## src/rtl/corelet_ctrl_pkg.sv

```systemverilog
// Shared types and constants for the corelet sequencer: FSM states and
// the bit positions of the 5-bit corelet instruction bus.
package corelet_ctrl_pkg;

   typedef enum logic [2:0] {
      S_IDLE, S_WLOAD, S_WKERN, S_WFLUSH, S_XLOAD, S_EXEC, S_DONE
   } state_t;

   localparam int L0_RD = 4;
   localparam int L0_WR = 3;
   localparam int MODE  = 2;
   localparam int EXEC  = 1;
   localparam int WLOAD = 0;

   function automatic int max3(int a, int b, int c);
      int m;
      m = (a > b) ? a : b;
      return (m > c) ? m : c;
   endfunction

endpackage

```

## src/rtl/corelet_ctrl_if.sv

```systemverilog
// Bundle between the sequencer and its surroundings: host control on one
// side, corelet instruction/OFIFO and SRAM ports on the other.
interface corelet_ctrl_if #(parameter int addr_w = 11);

   logic              start, mode_in, acc;
   logic [addr_w-1:0] x_base, w_base, p_base;
   logic              ofifo_valid;
   logic [4:0]        inst;
   logic              ofifo_rd, sfu_en;
   logic              xmem_en;
   logic [addr_w-1:0] xmem_addr;
   logic              pmem_rd;
   logic [addr_w-1:0] pmem_rd_addr;
   logic              pmem_wr;
   logic [addr_w-1:0] pmem_wr_addr;
   logic              busy, done;

   modport master (
      input  start, mode_in, acc, x_base, w_base, p_base, ofifo_valid,
      output inst, ofifo_rd, sfu_en, xmem_en, xmem_addr,
             pmem_rd, pmem_rd_addr, pmem_wr, pmem_wr_addr, busy, done
   );

   modport slave (
      output start, mode_in, acc, x_base, w_base, p_base, ofifo_valid,
      input  inst, ofifo_rd, sfu_en, xmem_en, xmem_addr,
             pmem_rd, pmem_rd_addr, pmem_wr, pmem_wr_addr, busy, done
   );

endinterface

```

## src/rtl/corelet_wr_delay.sv

```systemverilog
// Delays each OFIFO pop and its psum address by wr_lat cycles so the pmem
// write lines up with the corelet output; address is zero when not valid.
module corelet_wr_delay #(
   parameter int wr_lat = 3,
   parameter int addr_w = 11
) (
   input  logic              clk,
   input  logic              reset,
   input  logic              in_vld,
   input  logic [addr_w-1:0] in_addr,
   output logic              out_vld,
   output logic [addr_w-1:0] out_addr,
   output logic              busy
);

   logic [wr_lat-1:0]             vld_pipe;
   logic [wr_lat-1:0][addr_w-1:0] addr_pipe;

   always_ff @(posedge clk) begin
      if (!reset) begin
         vld_pipe  <= '0;
         addr_pipe <= '0;
      end else begin
         vld_pipe[0]  <= in_vld;
         addr_pipe[0] <= in_vld ? in_addr : '0;
         for (int i = 1; i < wr_lat; i++) begin
            vld_pipe[i]  <= vld_pipe[i-1];
            addr_pipe[i] <= addr_pipe[i-1];
         end
      end
   end

   assign out_vld  = vld_pipe[wr_lat-1];
   assign out_addr = addr_pipe[wr_lat-1];
   assign busy     = |vld_pipe;

endmodule

```

## src/rtl/corelet_ctrl.sv

```systemverilog
// Layer sequencer for one corelet: per kernel pass loads weights, loads
// activations, executes and drains the OFIFO into pmem via the SFU path.
module corelet_ctrl #(
   parameter int row     = 8,
   parameter int col     = 8,
   parameter int len_kij = 9,
   parameter int len_nij = 36,
   parameter int addr_w  = 11,
   parameter int wr_lat  = 3
) (
   input logic           clk,
   input logic           reset,
   corelet_ctrl_if.master bus
);
   import corelet_ctrl_pkg::*;

   localparam int CW = $clog2(max3(col + 1, row + col, len_nij + 1) + 1);
   localparam int KW = $clog2(len_kij + 1);
   localparam int RW = $clog2(len_nij + 1);

   state_t            state;
   logic [CW-1:0]     cnt;
   logic [KW-1:0]     kij;
   logic [RW-1:0]     rd_cnt;
   logic              mode_q, acc_q;
   logic [4:0]        inst_q;
   logic              xmem_en_q, sfu_en_q, busy_q, done_q;
   logic [addr_w-1:0] xmem_addr_q;
   logic              accum, rd_fire, wr_vld, wr_busy;
   logic [addr_w-1:0] rd_addr, wr_addr;

   assign accum   = acc_q && (kij != '0);
   assign rd_fire = (state == S_EXEC) && bus.ofifo_valid && (rd_cnt < RW'(len_nij));
   assign rd_addr = bus.p_base + addr_w'(rd_cnt);

   // Outputs are registered: each cycle shows the decode of the previous state cycle.
   always_ff @(posedge clk) begin
      if (!reset) begin
         state       <= S_IDLE;
         cnt         <= '0;
         kij         <= '0;
         rd_cnt      <= '0;
         mode_q      <= 1'b0;
         acc_q       <= 1'b0;
         inst_q      <= '0;
         xmem_en_q   <= 1'b0;
         xmem_addr_q <= '0;
         sfu_en_q    <= 1'b0;
         busy_q      <= 1'b0;
         done_q      <= 1'b0;
      end else begin
         inst_q        <= '0;
         inst_q[L0_WR] <= xmem_en_q;
         inst_q[MODE]  <= (state == S_IDLE) ? (bus.start & bus.mode_in)
                                            : ((state != S_DONE) & mode_q);
         busy_q        <= (state == S_IDLE) ? bus.start : (state != S_DONE);
         done_q        <= (state == S_DONE);
         sfu_en_q      <= (state != S_IDLE) && (state != S_DONE) && accum;
         xmem_en_q     <= 1'b0;
         xmem_addr_q   <= '0;
         cnt           <= cnt + 1'b1;
         if (rd_fire) rd_cnt <= rd_cnt + 1'b1;

         case (state)
            S_IDLE: begin
               cnt <= '0;
               if (bus.start) begin
                  mode_q <= bus.mode_in;
                  acc_q  <= bus.acc;
                  kij    <= '0;
                  rd_cnt <= '0;
                  state  <= S_WLOAD;
               end
            end
            S_WLOAD: begin
               if (cnt < CW'(col)) begin
                  xmem_en_q   <= 1'b1;
                  xmem_addr_q <= bus.w_base + addr_w'(kij) * addr_w'(col) + addr_w'(cnt);
               end else begin
                  cnt   <= '0;
                  state <= S_WKERN;
               end
            end
            S_WKERN: begin
               inst_q[L0_RD] <= 1'b1;
               inst_q[WLOAD] <= 1'b1;
               if (cnt == CW'(col - 1)) begin
                  cnt   <= '0;
                  state <= S_WFLUSH;
               end
            end
            S_WFLUSH: begin
               if (cnt == CW'(row + col - 1)) begin
                  cnt   <= '0;
                  state <= S_XLOAD;
               end
            end
            S_XLOAD: begin
               if (cnt < CW'(len_nij)) begin
                  xmem_en_q   <= 1'b1;
                  xmem_addr_q <= bus.x_base + addr_w'(cnt);
               end else begin
                  cnt    <= '0;
                  rd_cnt <= '0;
                  state  <= S_EXEC;
               end
            end
            S_EXEC: begin
               if (cnt < CW'(len_nij)) begin
                  inst_q[L0_RD] <= 1'b1;
                  inst_q[EXEC]  <= 1'b1;
               end else begin
                  // Hold the exec counter; the pass ends once every row is written back.
                  cnt <= cnt;
                  if ((rd_cnt == RW'(len_nij)) && !wr_busy) begin
                     cnt <= '0;
                     if (kij == KW'(len_kij - 1)) begin
                        state <= S_DONE;
                     end else begin
                        kij   <= kij + 1'b1;
                        state <= S_WLOAD;
                     end
                  end
               end
            end
            S_DONE: begin
               cnt   <= '0;
               state <= S_IDLE;
            end
            default: state <= S_IDLE;
         endcase
      end
   end

   corelet_wr_delay #(.wr_lat(wr_lat), .addr_w(addr_w)) u_wr_delay (
      .clk     (clk),
      .reset   (reset),
      .in_vld  (rd_fire),
      .in_addr (rd_addr),
      .out_vld (wr_vld),
      .out_addr(wr_addr),
      .busy    (wr_busy)
   );

   assign bus.inst         = inst_q;
   assign bus.ofifo_rd     = rd_fire;
   assign bus.sfu_en       = sfu_en_q;
   assign bus.xmem_en      = xmem_en_q;
   assign bus.xmem_addr    = xmem_addr_q;
   assign bus.pmem_rd      = rd_fire && accum;
   assign bus.pmem_rd_addr = (rd_fire && accum) ? rd_addr : '0;
   assign bus.pmem_wr      = wr_vld;
   assign bus.pmem_wr_addr = wr_addr;
   assign bus.busy         = busy_q;
   assign bus.done         = done_q;

endmodule

```

## src/flat_wrapper.sv

```systemverilog
// flat-port wrapper written by rule: the top's interface ports become plain ports
module corelet_ctrl_flat import corelet_ctrl_pkg::*;
#(
   parameter int row     = 8,
   parameter int col     = 8,
   parameter int len_kij = 9,
   parameter int len_nij = 36,
   parameter int addr_w  = 11,
   parameter int wr_lat  = 3
)
  (clk, reset, bus_start, bus_mode_in, bus_acc, bus_x_base, bus_w_base, bus_p_base, bus_ofifo_valid, bus_inst, bus_ofifo_rd, bus_sfu_en, bus_xmem_en, bus_xmem_addr, bus_pmem_rd, bus_pmem_rd_addr, bus_pmem_wr, bus_pmem_wr_addr, bus_busy, bus_done);
  corelet_ctrl_if #(.addr_w(addr_w)) bus_i ();
  input logic clk;
  input logic reset;
  input wire logic [$bits(bus_i.start)-1:0] bus_start;
  input wire logic [$bits(bus_i.mode_in)-1:0] bus_mode_in;
  input wire logic [$bits(bus_i.acc)-1:0] bus_acc;
  input wire logic [$bits(bus_i.x_base)-1:0] bus_x_base;
  input wire logic [$bits(bus_i.w_base)-1:0] bus_w_base;
  input wire logic [$bits(bus_i.p_base)-1:0] bus_p_base;
  input wire logic [$bits(bus_i.ofifo_valid)-1:0] bus_ofifo_valid;
  output wire logic [$bits(bus_i.inst)-1:0] bus_inst;
  output wire logic [$bits(bus_i.ofifo_rd)-1:0] bus_ofifo_rd;
  output wire logic [$bits(bus_i.sfu_en)-1:0] bus_sfu_en;
  output wire logic [$bits(bus_i.xmem_en)-1:0] bus_xmem_en;
  output wire logic [$bits(bus_i.xmem_addr)-1:0] bus_xmem_addr;
  output wire logic [$bits(bus_i.pmem_rd)-1:0] bus_pmem_rd;
  output wire logic [$bits(bus_i.pmem_rd_addr)-1:0] bus_pmem_rd_addr;
  output wire logic [$bits(bus_i.pmem_wr)-1:0] bus_pmem_wr;
  output wire logic [$bits(bus_i.pmem_wr_addr)-1:0] bus_pmem_wr_addr;
  output wire logic [$bits(bus_i.busy)-1:0] bus_busy;
  output wire logic [$bits(bus_i.done)-1:0] bus_done;
  assign bus_i.start = bus_start;
  assign bus_i.mode_in = bus_mode_in;
  assign bus_i.acc = bus_acc;
  assign bus_i.x_base = bus_x_base;
  assign bus_i.w_base = bus_w_base;
  assign bus_i.p_base = bus_p_base;
  assign bus_i.ofifo_valid = bus_ofifo_valid;
  assign bus_inst = bus_i.inst;
  assign bus_ofifo_rd = bus_i.ofifo_rd;
  assign bus_sfu_en = bus_i.sfu_en;
  assign bus_xmem_en = bus_i.xmem_en;
  assign bus_xmem_addr = bus_i.xmem_addr;
  assign bus_pmem_rd = bus_i.pmem_rd;
  assign bus_pmem_rd_addr = bus_i.pmem_rd_addr;
  assign bus_pmem_wr = bus_i.pmem_wr;
  assign bus_pmem_wr_addr = bus_i.pmem_wr_addr;
  assign bus_busy = bus_i.busy;
  assign bus_done = bus_i.done;
  corelet_ctrl #(.row(row), .col(col), .len_kij(len_kij), .len_nij(len_nij), .addr_w(addr_w), .wr_lat(wr_lat)) u_core (.clk(clk), .reset(reset), .bus(bus_i));
endmodule
```

## config.mk

```make
export PLATFORM = sky130hd
export DESIGN_NAME = corelet_ctrl_flat
export DESIGN_NICKNAME = d
export VERILOG_FILES = /design/src/rtl/corelet_ctrl_pkg.sv /design/src/rtl/corelet_ctrl_if.sv /design/src/rtl/corelet_wr_delay.sv /design/src/rtl/corelet_ctrl.sv /design/src/flat_wrapper.sv
export SDC_FILE = /design/constraint.sdc
export NUM_CORES = 1
export LEC_CHECK = 0
export BUFFER_PORTS_ARGS = -buffer_cell sky130_fd_sc_hd__buf_2
export CAP_MARGIN = 10
export CELL_PAD_IN_SITES_DETAIL_PLACEMENT = 1
export CELL_PAD_IN_SITES_GLOBAL_PLACEMENT = 1
export CORE_AREA = 4 4 104 106
export CTS_CLUSTER_SIZE = 30
export DETAILED_ROUTE_END_ITERATION = 12
export DIE_AREA = 0 0 108 110
export HOLD_SLACK_MARGIN = 0.15
export MAX_ROUTING_LAYER = met4
export PLACE_DENSITY = 0.81
export RECOVER_POWER = 100
export SYNTH_ARGS = -nofsm -noshare
export SYNTH_HDL_FRONTEND = slang
export SYNTH_SLANG_ARGS = --single-unit
```

## constraint.sdc

```tcl
create_clock -name clk -period 2.81 [get_ports clk]
set_clock_uncertainty 0.1 [all_clocks]
set_input_delay 0.4215 -clock clk [delete_from_list [all_inputs] [get_ports clk]]
set_output_delay 0.4215 -clock clk [all_outputs]
set_load 0.01 [all_outputs]
```

==> flow_summary.json, run 1 <==
{
  "wl_per_cell_um": 16.2,
  "reg2reg_depth": 10,
  "place_inst": 642,
  "cts_root_buf": "clkbuf_8",
  "relSlewSlack": 0.0920,
  "rsz0062_at_grt": "true",
  "startpoint": "u_core.rd_cnt[0]",
  "netlist_instances": 440,
  "place.gp.congestion": 0.804,
  "netlist-cell-type-count": 59,
  "layout_worst_path_cycle_share": 0.961,
  "slowest_delay_ns": 0.36,
  "antenna_found_initial": 0,
  "drc": 0,
  "cts.sinks": 77,
  "syn-cell-area_um2": 4000,
  "final_antenna_net_count": 0,
  "outcome": "finished clean",
  "die_h_um": 110,
  "numCtsBuffers": 9,
  "muxShareOfSynthArea": 0.00750,
  "initial_core_util": 0.410,
  "syn_area_per_cell_um2": 9.10,
  "dp_hpwl_um": 8190,
  "utilization": 0.488,
  "endpoint_kind": "output pin",
  "critical_path_class": "reg -> out",
  "tightest_slew_ns": 1.36,
  "routed-via-count": 3347,
  "worst_slack_ns": 0.108,
  "min_path_type": "in -> reg",
  "syn_nets": 513,
  "drt-total-wl_um": 10700,
  "ioPinCount": 84,
  "yosys_warnings": 0,
  "path_max_fanout": 3,
  "synth_xor_area_frac": 0.0678,
  "postCtsHoldBufs": 0,
  "ir_worst_vdd_mv": 0.266,
  "num_rows": 36,
  "firstDrtPassIters": 4,
  "p_leak_nw": 2.02,
  "drtIter0Drc": 102,
  "place_ws_ns": 0.0326,
  "grt_pass1_vias": 3472,
  "die_x_um": 108,
  "powerDensity_nw_per_um2": 641,
  "timing.final.max_slew_violations": 0,
  "synth-edff-count": 0,
  "cp-start-kind": "flop",
  "drive_above_1_share": 0.191,
  "synth_flop_cell": "dfxtp_1",
  "area_growth_pct": 19.1,
  "rr_startpoint": "u_core.kij[0]",
  "core_area_um2": 9770,
  "via_per_inst": 5.06,
  "totalPowerFinal_mw": 3.06,
  "cts_buffer_depth": 2,
  "nets": 597,
  "antennaDiodeCount": 0,
  "maxCapViolCount": 0,
  "clk_pin_slew_worst_paths_ns": 0.08,
  "synth_top_family_by_area": "simple AND/OR/NAND/NOR gates",
  "final-hold-violation-count": 0,
  "placement.io_buffers": 83,
  "synth-seq-area-share": 0.385,
  "ys_ff_latch": 77,
  "hold_depth": 3,
  "grt_pass1_wl_um": 17400,
  "hold_ws_ns": 0.201,
  "max_clock_freq_mhz": 370,
  "critical_path.cell_chain": "ha_4, inv_2, fa_2, nor2b_1, o21a_1, o21ai_2, a211oi_2, xnor2_1, nor2_1, buf_2",
  "cp_slowest_cell": "dfxtp_2",
  "setup_viol": 0,
  "min_from": "bus_mode_in",
  "async_reset_ff_frac": 0,
  "arrival_ns": 2.18,
  "htree_levels": 3,
  "synthAdderAreaFrac": 0.118,
  "synth_compound_area_frac": 0.148,
  "grt.overflow.total": 0,
  "dieArea_um2": 11900,
  "cp_data_required_time_ns": 2.29,
  "tritoncts": "done",
  "fin_crit_ns": 2.70,
  "insertion_delay_ns": 0.36,
  "finalNonFillerCells": 662,
  "grt_max_degree": 41,
  "synth-simple-area-share": 0.218,
  "grt_util_all_layers": 0.194
}
synth_stat cells (all sizes together), types with 6 or more instances:
| master | number | area share |
|---|---|---|
| nand2 | 16 | 0.015 |
| nand3 | 6 | 0.0075 |
| nor2b | 10 | 0.017 |
| fa | 6 | 0.030 |
| nand4 | 9 | 0.014 |
| a211oi | 9 | 0.020 |
| ha | 28 | 0.088 |
| nand2b | 10 | 0.016 |
| dfxtp | 77 | 0.39 |
| o21ai | 17 | 0.021 |
| inv | 19 | 0.018 |
| xnor2 | 15 | 0.033 |
| and2 | 30 | 0.047 |
| clkbuf | 6 | 0.0056 |
| a21oi | 15 | 0.019 |
| nor2 | 67 | 0.063 |
| buf | 20 | 0.033 |
| xor2 | 16 | 0.035 |
power by group:
part | switching [mW] | internal, mW | total, mW
clock network | 0.427 | 0.623 | 1.05
logic | 0.477 | 0.316 | 0.793
registers | 0.0477 | 1.16 | 1.21
total | 0.952 | 2.10 | 3.06
path summary, 6_finish.rpt:
kind	end	slack [ns]
worst max register to register	u_core.bus.xmem_addr[10]	0.11
worst min register to register	u_core.u_wr_delay.out_addr[0]	0.34
worst min-delay path	u_core.bus.inst[2]	0.20
worst max-delay path	bus_pmem_rd_addr[10]	0.11
area by class of cell:
type	instances	area, µm²
fillers	1210	5010
repair buffers	99	479
clock inverters	6	116
inverters	19	71.3
well taps	133	166
multi-input cells	318	2250
flip-flops and latches	77	1550
clock buffers	10	138
flip-flops by register name, summed over array words and instances (netlist names), 3 cells and up:
name and count:
u_core.cnt 6, u_core.state 3, u_core.u_wr_delay.addr_pipe 22, u_core.kij 4, u_core.u_wr_delay.out_addr 11, u_core.u_wr_delay.vld_pipe 3, u_core.rd_cnt 6, u_core.bus.xmem_addr 11
u_core.bus.inst 5
through the flow:
stage / setup TNS (ns) / area (µm²)
6_report: 0 / 4770
4_1_cts: -0.00110 / 4810
5_1_grt: -0.193 / 4770
3_3_place_gp: 0 / 4520
2_1_floorplan: 0 / 4000
3_5_place_dp: 0 / 4520
cells in the final DEF, fill, tap and decap left out, types with 10 or more instances in the layout:
| master | instances |
|---|---|
| buf_4 | 11 |
| nand2b_1 | 10 |
| inv_1 | 18 |
| and2_1 | 15 |
| nor2_1 | 67 |
| clkbuf_1 | 37 |
| xor2_1 | 16 |
| dfxtp_1 | 74 |
| and2_0 | 15 |
| nand2_1 | 16 |
| clkbuf_8 | 10 |
| o21ai_0 | 14 |
| ha_1 | 27 |
| a21oi_1 | 14 |
| xnor2_1 | 15 |
| buf_2 | 50 |
worst max-delay path: cells and delay by family, from the launching register on:
kind,cells,cell delay (ns)
AO/OA/AOI/OAI,3,0.45
XOR/XNOR,1,0.17
adder cells (fa/ha/maj),2,0.48
buffers and inverters,2,0.17
flip-flops,1,0.36
AND/OR/NAND/NOR,2,0.18
repair_timing:
item / CTS / global route
gates resized for setup: 7 / 8
endpoints found under the hold margin: 0 / 0
endpoints found under the setup margin: 12 / 15
setup buffers: 2 / 2
pin swaps: 3 / 4
kinds of logic (layout without fill, tap and decap cells):
logic type | Yosys count | in the layout
adders and majority gates | 34 | 34
muxes | 3 | 3
buffers and inverters | 45 | 134
DFF | 77 | 77
AOI/OAI and AO/OA | 81 | 81
xor gates and xnor gates | 31 | 31
and+or+nand+nor | 169 | 169
metal layers:
metal / vias to the layer above / wire, µm / track usage
met4: 0 / 203 / 0.0694
met5: - / 0 / -
met1: 1590 / 4730 / 0.234
met2: 72 / 5300 / 0.323
li1: 1665 / - / -
met3: 20 / 497 / 0.0379
Power figures use the tool's default switching activity.
==> run 2, diff against run 1 <==
SETUP_SLACK_MARGIN = 0.4   (was unset)
==> flow_summary.json, run 2 (synthesized netlist as in run 1, its figures left out) <==
{
  "cts_buffer_depth": 2,
  "dieArea_um2": 11900,
  "p_clk_frac": 0.283,
  "hold_ws_ns": 0.243,
  "max_clock_freq_mhz": 347,
  "switching_power_mw": 0.991,
  "p_seq_frac": 0.408,
  "grt_pass1_wl_um": 18600,
  "violations": "setup timing",
  "cp_data_required_time_ns": 2.29,
  "die_x_um": 108,
  "largest_reg_flops": 22,
  "arrival_ns": 2.36,
  "layout_common_cells": "dfxtp_1 (67), nor2_1 (62), buf_2 (45)",
  "tightest_slew_ns": 1.45,
  "cts.sinks": 77,
  "path_max_fanout": 3,
  "insertion_delay_ns": 0.35,
  "dp_hpwl_um": 8250,
  "totalPowerFinal_mw": 2.98,
  "slowest_delay_ns": 0.37,
  "rr_startpoint": "u_core.state[1]",
  "timing.final.max_slew_violations": 0,
  "die_h_um": 110,
  "wl_per_cell_um": 18.7,
  "multi_input_area_um2": 2460,
  "powerDensity_nw_per_um2": 588,
  "antenna_found_initial": 0,
  "hold_depth": 3,
  "utilization": 0.519,
  "final-hold-violation-count": 0,
  "crit_path_end": "bus_pmem_rd_addr[8]",
  "core_area_um2": 9770,
  "outcome": "finished, violations left",
  "critical_path.cell_chain": "ha_4, inv_2, fa_2, nor2b_2, o21a_1, o21ai_2, a211oi_2, xnor2_2, nor2_1, buf_2",
  "fin_crit_ns": 2.88,
  "via_per_inst": 5.22,
  "layout.area.seq_um2": 1560,
  "ioPinCount": 84,
  "endpoint_kind": "output pin",
  "placement.io_buffers": 83,
  "reg2reg_depth": 7,
  "startpoint": "u_core.rd_cnt[0]",
  "grt_pass1_vias": 3709,
  "grt.overflow.total": 0,
  "initial_core_util": 0.410,
  "firstDrtPassIters": 4,
  "setup_viol": 3,
  "final_common_cell": "dfxtp_1",
  "relSlewSlack": 0.0301,
  "place.gp.congestion": 0.836,
  "clk_pin_slew_worst_paths_ns": 0.09,
  "final_antenna_net_count": 0,
  "cts_root_buf": "clkbuf_8",
  "grt_max_degree": 41,
  "area_growth_pct": 26.7,
  "min_path_type": "in -> reg",
  "drive_above_1_share": 0.271,
  "layout_worst_path_cycle_share": 1.02,
  "tritoncts": "done",
  "num_rows": 36,
  "ir_worst_vdd_mv": 0.315,
  "p_sw_frac": 0.333,
  "critPathTopFamily": "compound AO/OA/AOI/OAI gates",
  "reg2reg_to": "u_core.cnt[3]",
  "drtIter0Drc": 155,
  "r2r_slack_ns": 0.22,
  "worst_slack_ns": -0.0696,
  "grt_util_all_layers": 0.208,
  "routed-via-count": 3547,
  "rsz0062_at_grt": "true",
  "comb_power_share": 0.309,
  "drt-total-wl_um": 12700,
  "htree_levels": 3,
  "crit_buf_inv": 2,
  "regMostFlops": "u_core.u_wr_delay.addr_pipe",
  "cp_slowest_cell": "dfxtp_2",
  "numCtsBuffers": 9,
  "p_int_mw": 1.99,
  "p_leak_nw": 2.10,
  "num-fill-cells": 1184,
  "maxCapViolCount": 0,
  "nets": 615,
  "cp-start-kind": "flop",
  "postCtsHoldBufs": 0,
  "drc": 0,
  "antennaDiodeCount": 0,
  "path_depth": 10,
  "critical_path_class": "reg -> out"
}
## run 2: cell type report
| type | instances | share of cell area |
|---|---|---|
| Tap cell | 133 | 0.0328 |
| Clock buffer | 12 | 0.0286 |
| Clock inverter | 3 | 0.00912 |
| Inverter | 19 | 0.0145 |
| Multi-Input combinational cell | 318 | 0.486 |
| Sequential cell | 77 | 0.308 |
| Timing Repair Buffer | 117 | 0.122 |
## run 2: layer usage
layer | GRT usage | routed length [µm] | up-vias | part of all wire
li1 | - | - | 1693 | -
met1 | 0.242 | 5300 | 1752 | 0.42
met5 | - | 0 | - | 0
met4 | 0.0965 | 215 | 0 | 0.017
met2 | 0.351 | 6630 | 83 | 0.52
met3 | 0.0361 | 531 | 19 | 0.042
## run 2: per-stage QoR
step | cells | setup WS [ns] | TNS, ns | cell area, µm²
2_1_floorplan | 440 | 0.377 | 0 | 4010
3_3_place_gp | 644 | 0.113 | 0 | 4550
3_5_place_dp | 644 | 0.0305 | 0 | 4550
4_1_cts | 673 | 0.0298 | 0 | 4950
5_1_grt | 679 | -0.195 | -0.509 | 5070
6_report | 679 | -0.0696 | -0.138 | 5070
## run 2: timing repair
item,in CTS,in global routing
pin swaps,16,21
endpoints found under the setup margin,17,21
setup buffers,14,6
resized for setup,29,44
## run 2: how the worst min path moves through the flow
stage                                            endpoint  slack, ns                             from
final                                       u_core.mode_q       0.24                      bus_mode_in
after global routing                   u_core.bus.inst[2]       0.26                      bus_mode_in
after CTS                              u_core.bus.inst[2]       0.21                      bus_mode_in
after detailed placement    u_core.u_wr_delay.out_addr[2]       0.32  u_core.u_wr_delay.addr_pipe[13]
after global placement     u_core.u_wr_delay.out_addr[10]       0.31  u_core.u_wr_delay.addr_pipe[21]
after floorplan           u_core.u_wr_delay.addr_pipe[11]       0.31   u_core.u_wr_delay.addr_pipe[0]
## run 2: power groups by stage
| stage | Combinational [mW] | Clock (mW) | Sequential [mW] |
|---|---|---|---|
| after floorplan | 0.553 | 0 | 1.25 |
| after detailed placement | 0.815 | 0 | 1.24 |
| final | 0.921 | 0.843 | 1.22 |
| after global routing | 1.02 | 0.901 | 1.23 |
| after global placement | 0.781 | 0 | 1.23 |
| after CTS | 0.869 | 0.856 | 1.22 |
## run 2: worst min-delay path, delay by kind of cell
kind / cells / cell delay [ns]
compound gates: 1 / 0.06
buf+inv: 1 / 0.09
simple gates: 1 / 0.09
==> run 3, diff against run 2 <==
PLACE_DENSITY = 0.86   (was 0.81)
TNS_END_PERCENT = 5   (was unset)
==> flow_summary.json, run 3 (synthesized netlist as in run 1, its figures left out) <==
{
  "layout_worst_path_cycle_share": 1.01,
  "cp_data_required_time_ns": 2.29,
  "outcome": "finished, violations left",
  "postCtsHoldBufs": 0,
  "setup_viol": 1,
  "grt_util_all_layers": 0.213,
  "relSlewSlack": 0.0812,
  "grt.overflow.total": 0,
  "arrival_ns": 2.32,
  "via_per_inst": 5.26,
  "powerDensity_nw_per_um2": 621,
  "reg2reg_to": "u_core.bus.xmem_addr[6]",
  "r2r_slack_ns": 0.33,
  "final_common_cell": "dfxtp_1",
  "final-hold-violation-count": 0,
  "nets": 605,
  "die_h_um": 110,
  "wl_per_cell_um": 18.8,
  "antenna_found_initial": 1,
  "num_rows": 36,
  "max_clock_freq_mhz": 352,
  "place_inst": 643,
  "layout_common_cells": "dfxtp_1 (66), nor2_1 (64), buf_2 (49)",
  "dieArea_um2": 11900,
  "use_met3": 0.0297,
  "cp-start-kind": "flop",
  "timing.final.max_slew_violations": 0,
  "cts.sinks": 77,
  "totalPowerFinal_mw": 3.14,
  "critical_path_class": "reg -> out",
  "gr-usage-met1": 0.249,
  "violations": "setup timing",
  "regMostFlops": "u_core.u_wr_delay.addr_pipe",
  "grt_max_degree": 41,
  "drtIter0Drc": 150,
  "numCtsBuffers": 9,
  "initial_core_util": 0.410,
  "top_usage_layer": "met2",
  "min_path_type": "in -> reg",
  "core_area_um2": 9770,
  "insertion_delay_ns": 0.36,
  "cts_root_buf": "clkbuf_8",
  "rsz0062_at_grt": "true",
  "worst_slack_ns": -0.0323,
  "ir_worst_vdd_mv": 0.322,
  "firstDrtPassIters": 4,
  "rr_startpoint": "u_core.cnt[3]",
  "cts_buffer_depth": 2,
  "grtUsageMet2": 0.374,
  "tightest_slew_ns": 1.38,
  "reg2reg_depth": 10,
  "path_max_fanout": 3,
  "grt_pass1_wl_um": 19300,
  "drc": 0,
  "maxCapViolCount": 0,
  "startpoint": "u_core.rd_cnt[0]",
  "placement.io_buffers": 83,
  "tritoncts": "done",
  "finalNonFillerCells": 671,
  "crit_path_end": "bus_pmem_rd_addr[10]",
  "utilization": 0.516,
  "die_x_um": 108,
  "ioPinCount": 84,
  "endpoint_kind": "output pin",
  "grt_pass1_vias": 3750,
  "largest_reg_flops": 22,
  "drive_above_1_share": 0.277,
  "place.gp.congestion": 0.879,
  "drt-total-wl_um": 12600,
  "fin_crit_ns": 2.84,
  "fin_setup_tns_ns": -0.0323,
  "dp_hpwl_um": 8690,
  "clk_pin_slew_worst_paths_ns": 0.09,
  "htree_levels": 3,
  "area_growth_pct": 26.1,
  "final_antenna_net_count": 0,
  "routed-via-count": 3532,
  "p_leak_nw": 2.08
}
## run 3: cell types whose count changed in the layout (fill, tap and decap cells not counted), sizes merged
cell,delta
bufinv,+1
buf,-4
clkinv,+1
clkbuf,-8
diode,+1
inv,+1
## run 3: how the worst min path moves through the flow
stage                     slack (ns)                               to  depth (start not counted)                       startpoint
after detailed placement        0.32   u_core.u_wr_delay.out_addr[10]                          1  u_core.u_wr_delay.addr_pipe[21]
after global routing            0.26               u_core.bus.inst[2]                          3                      bus_mode_in
after global placement          0.31   u_core.u_wr_delay.out_addr[10]                          1  u_core.u_wr_delay.addr_pipe[21]
final                           0.22               u_core.bus.inst[2]                          3                      bus_mode_in
after floorplan                 0.31  u_core.u_wr_delay.addr_pipe[11]                          1   u_core.u_wr_delay.addr_pipe[0]
after CTS                       0.20               u_core.bus.inst[2]                          3                      bus_mode_in
## run 3: cell type report
cell class                      instances  area (µm²)
Fill cell                            1168        4730
Timing Repair Buffer                  107         561
Inverter                               19        76.3
Sequential cell                        77        1570
Tap cell                              133         166
Clock buffer                           10         128
Multi-Input combinational cell        318        2450
Clock inverter                          6        96.3
Antenna cell                            1        2.50
## run 3: routing by layer
layer	wire, µm	vias to the layer above
met5	0	-
met4	333	0
met3	386	27
met2	6720	86
met1	5170	1738
li1	-	1681
## run 3: report_power, final
group	internal (mW)	switching [mW]
Clock	0.510	0.441
Sequential	1.17	0.0569
Combinational	0.398	0.560
Total	2.08	1.06
## run 3: what timing repair did
item	4_1_cts	5_1_grt
endpoints found under the setup margin	17	22
gates cloned	0	0
buffers inserted	7	4
pin swaps	21	26
resized for setup	39	31
## run 3: critical path, stage by stage (launching register included)
cell and delay, ns:
dfxtp_2 0.36, ha_4 0.13, inv_2 0.04, fa_2 0.34, nor2b_2 0.13, o21a_1 0.16
o21ai_2 0.10, a211oi_2 0.27, xnor2_2 0.16, nor2_1 0.08, buf_2 0.19
## run 3: metrics by stage
| step | cell area, µm² | hold slack [ns] | worst slack, ns |
|---|---|---|---|
| floorplan | 4010 | 0.312 | 0.363 |
| global placement | 4530 | 0.314 | 0.114 |
| detailed placement | 4530 | 0.322 | -0.00853 |
| CTS | 4950 | 0.200 | -0.0638 |
| global route | 5050 | 0.259 | -0.152 |
| finish | 5050 | 0.216 | -0.0323 |
